### config.mk
export PLATFORM = sky130hd
export DESIGN_NAME = led_pulse_stretch
export DESIGN_NICKNAME = d
export VERILOG_FILES = /design/src/rtl/led_pulse_stretch.sv
export SDC_FILE = /design/constraint.sdc
export NUM_CORES = 1
export LEC_CHECK = 0
export BUFFER_PORTS_ARGS = -buffer_cell sky130_fd_sc_hd__buf_2
export CORE_UTILIZATION = 45
export CTS_CLUSTER_SIZE = 8
export DETAILED_ROUTE_END_ITERATION = 8
export GPL_ROUTABILITY_DRIVEN = 0
export HOLD_SLACK_MARGIN = 0.15
export PLACE_DENSITY_LB_ADDON = 0.2
export SETUP_SLACK_MARGIN = 0.02
export SYNTH_ARGS = -nofsm -noshare
export SYNTH_HDL_FRONTEND = slang
export SYNTH_SLANG_ARGS = --single-unit
### constraint.sdc
create_clock -name clk -period 4.2 [get_ports clk]
set_clock_uncertainty 0.2 [all_clocks]
set_input_delay 0.84 -clock clk [delete_from_list [all_inputs] [get_ports clk]]
set_output_delay 0.84 -clock clk [all_outputs]
set_load 0.03 [all_outputs]
### src/rtl/led_pulse_stretch.sv
// Per-channel LED pulse stretcher: widens short event pulses to at least HOLD_CYCLES clocks.
// Optional build macro PULSE_STRETCH_COUNT_EN adds saturating per-channel event counters.
//
// state  | meaning
// IDLE   | LED off, waiting for a registered input pulse
// ACTIVE | LED on, hold counter running down (reloaded while input stays high)
module led_pulse_stretch #(
    parameter int CHANNELS    = 4,
    parameter int HOLD_CYCLES = 500000,
    parameter int CW          = $clog2(HOLD_CYCLES + 1)
) (
    input  logic                  clk,
    input  logic                  rst_n,
    input  logic [CHANNELS-1:0]   pulse_in,
    output logic [CHANNELS-1:0]   led_out,
    output logic                  busy
`ifdef PULSE_STRETCH_COUNT_EN
    ,
    input  logic                  evt_clr,
    output logic [8*CHANNELS-1:0] evt_count
`endif
);

    typedef enum logic {
        IDLE   = 1'b0,
        ACTIVE = 1'b1
    } state_t;

    localparam logic [CW-1:0] RELOAD = CW'(HOLD_CYCLES - 1);

    logic [CHANNELS-1:0] in_q;

    always_ff @(posedge clk or negedge rst_n) begin
        if (!rst_n) begin
            in_q <= '0;
        end else begin
            in_q <= pulse_in;
        end
    end

    for (genvar i = 0; i < CHANNELS; i++) begin : g_ch
        state_t        state;
        logic [CW-1:0] cnt;

        // Reload takes priority over the terminal-count exit so overlapping holds never gap.
        always_ff @(posedge clk or negedge rst_n) begin
            if (!rst_n) begin
                state      <= IDLE;
                cnt        <= '0;
                led_out[i] <= 1'b0;
            end else begin
                case (state)
                    IDLE: begin
                        if (in_q[i]) begin
                            state      <= ACTIVE;
                            cnt        <= RELOAD;
                            led_out[i] <= 1'b1;
                        end
                    end
                    ACTIVE: begin
                        if (in_q[i]) begin
                            cnt <= RELOAD;
                        end else if (cnt == '0) begin
                            state      <= IDLE;
                            led_out[i] <= 1'b0;
                        end else begin
                            cnt <= cnt - CW'(1);
                        end
                    end
                    default: begin
                        state      <= IDLE;
                        led_out[i] <= 1'b0;
                    end
                endcase
            end
        end
    end

    assign busy = |led_out;

`ifdef PULSE_STRETCH_COUNT_EN
    logic [CHANNELS-1:0] in_qq;

    always_ff @(posedge clk or negedge rst_n) begin
        if (!rst_n) begin
            in_qq <= '0;
        end else begin
            in_qq <= in_q;
        end
    end

    for (genvar i = 0; i < CHANNELS; i++) begin : g_evt
        logic [7:0] evt_cnt;
        logic       rise;

        assign rise = in_q[i] & ~in_qq[i];

        always_ff @(posedge clk or negedge rst_n) begin
            if (!rst_n) begin
                evt_cnt <= '0;
            end else if (evt_clr) begin
                evt_cnt <= '0;
            end else if (rise && (evt_cnt != 8'hFF)) begin
                evt_cnt <= evt_cnt + 8'd1;
            end
        end

        assign evt_count[8*i +: 8] = evt_cnt;
    end
`endif

endmodule

==> flow_summary.ini <==
[sta]
drv_slew = 0
fmax_mhz = 385
rsz0062_at_grt = false
setup_viol = 0
tightestPinTransition_ns = 0.980
slew_headroom = 0.347
fin_crit_sh = 0.618
period_minus_slack_ns = 2.60
finalSetupTns_ns = 0
timing.hold.ws_ns = 0.295
worst_slack_ns = 1.60
final_hold_viol_count = 0

[routing]
drtIter0Drc = 113
routedWlPerCell_um = 14.5
drt-pass1-iter-count = 5
drc_errors = 0
via_per_inst = 5.56
totalWireLength_um = 8730
antenna_left = 0
vias = 3352

[clock_tree]
clock_latency_ns = 0.36
clock-sinks = 88
cts_root_buf = clkbuf_8
htreeDepth = 3
cts_buffers = 9
clk_pin_slew_ns = 0.08
cts_max_path_buffers = 2
cts.repair.resized = 0
cts_tree = built
post_cts_buffers = 0
cts_hold_buf = 0

[worst_setup_path]
worst-endpoint-required_ns = 3.16
rr_endpoint = g_ch[0].cnt[1]
worstRegToRegCells = 5
start_kind = flop
rrSetupSlack_ns = 1.80
critPathArrivalTime_ns = 1.56
end_kind = output pin
crit_fanout = 4
r2r-start = g_ch[0].cnt[15]
criticalPathCategory = flop to output pin

[placement]
io_buffer_count = 10
post_dp_cell_area_um2 = 4750
hpwlAfterDp_um = 5850
place_ws_ns = 1.80

[cells_and_area]
final_area_um2 = 4920
syn_to_final_growth_pct = 7.58
drive_gt1_frac = 0.117
final_util = 0.501
nFillCells = 955
diodes = 0
fin_nets = 475

[global_routing]
antenna_found_initial = 0
grt_max_degree = 78
grt_overflow = 0
grt_usage = 0.178
grt_pass1_wl_um = 14800
first_global_vias = 3192

[hold_path]
hold_path_end = g_ch[0].cnt[18]
min_from = g_ch[0].cnt[18]
hp-class = flop to flop
holdPathStages = 1

[power_and_ir_drop]
p_clk_frac = 0.353
p_per_area_nw_per_um2 = 295
p_int_mw = 1.09
p_seq_frac = 0.605
swShare = 0.247
p_switching_uw = 359
pwr-share-comb = 0.042
peakVddDrop_v = 0.000168
leakagePower_nw = 1.76

[synth]
synth-seq-cells = 88
synth_common_cells = 88 x dfrtp_1, 54 x nor2_1, 27 x a21oi_1, 27 x xor2_1
yosysUniqueCellTypes = 65
syn_avg_cell_area_um2 = 10.0
yosys-top-cells-area = dfrtp_1 48%, xor2_1 5.2%, nor2_1 4.4%
yosys.area.top_type = dfrtp_1
synthArstFlopShare = 1.00
syn-num-nets = 465
synth_top_area_share = 0.482
synth-edff-count = 0
synth.most_common_cell = dfrtp_1
yosys_warnings = 0
seq_area_frac_synth = 0.482
postSynthCellCount = 455
synth_ff_type = dfrtp_1
synth_area_um2 = 4570

[floorplan]
die_h_um = 103
dieArea_um2 = 10600
start_util = 0.466
placementRows = 36
core_area_um2 = 9820
die_w_um = 103
io_pins = 11

[run_status]
run_status = finished, final reports clean

[run]
cap_violations = 0
## flip-flops by register name (all words and copies together) (netlist names)
signal and count:
g_ch.state 4, g_ch.cnt 76, in_q 4, led_out 4
## logic make-up (layout without fill, tap and decap cells)
group,after synthesis,after routing,share of synthesized area
AOI/OAI and AO/OA,78,78,0.119
xor gates and xnor gates,43,43,0.0824
adders and majority gates,4,4,0.0109
buffers and inverters,25,40,0.0211
DFF,88,88,0.482
muxes,1,1,0.00219
and+or+nand+nor,216,216,0.282
## worst max path at each step
stage                    startpoint              to  cells past startpoint
global route             led_out[1]            busy                      2
detailed placement  g_ch[0].cnt[15]  g_ch[0].cnt[1]                      5
floorplan                led_out[1]            busy                      1
CTS                      led_out[1]            busy                      2
finish                   led_out[1]            busy                      2
global placement     g_ch[2].cnt[0]  g_ch[2].cnt[6]                      7
## through the flow
step	cells	total power, mW
finish	603	1.45
global route	603	1.52
CTS	603	1.48
detailed placement	587	0.959
global placement	587	0.956
floorplan	455	0.925
## routing by layer
layer | track usage | share of wire | vias up
met5 | 0 | 0 | -
met4 | 0.0498 | 0.010 | 0
met3 | 0.0454 | 0.026 | 6
met2 | 0.286 | 0.47 | 32
met1 | 0.239 | 0.49 | 1662
li1 | - | - | 1652
## cell usage in the layout (no fill, tap or decap), types with 5 or more instances in the layout
cell	count
a21oi_1	27
nand3_1	10
xnor2_1	16
nand2_1	24
nand4_1	12
o41ai_1	5
o21ai_1	5
o211ai_1	5
nand2b_1	24
nor4_1	7
inv_1	11
buf_2	9
xor2_1	27
or3_1	7
clkbuf_8	9
nor2_1	54
nor4_2	5
o21ai_0	8
o31ai_1	7
nand4b_1	5
dfrtp_1	88
nor3_1	18
nor2b_1	5
or4_1	8
## power groups by stage
| stage | Sequential (mW) | Combinational [mW] | Clock, mW |
|---|---|---|---|
| after floorplan | 0.886 | 0.0392 | 0 |
| after global placement | 0.896 | 0.0603 | 0 |
| after detailed placement | 0.897 | 0.0626 | 0 |
| after CTS | 0.880 | 0.0631 | 0.540 |
| after global routing | 0.882 | 0.0694 | 0.566 |
| final | 0.880 | 0.0604 | 0.513 |
## worst max-delay path: stages (launching register included)
cell and delay, ns:
dfrtp_1 0.44, or4_1 0.57, buf_2 0.20
## layout make-up
cell class	instances	area [µm²]	share of cell area
Multi-Input combinational cell	342	2270	0.462
Sequential cell	88	2200	0.448
Tap cell	133	166	0.0338
Clock buffer	10	128	0.0259
Timing Repair Buffer	12	67.6	0.0137
Inverter	12	45.0	0.00916
Clock inverter	6	36.3	0.00738
Power figures use the tool's default switching activity.
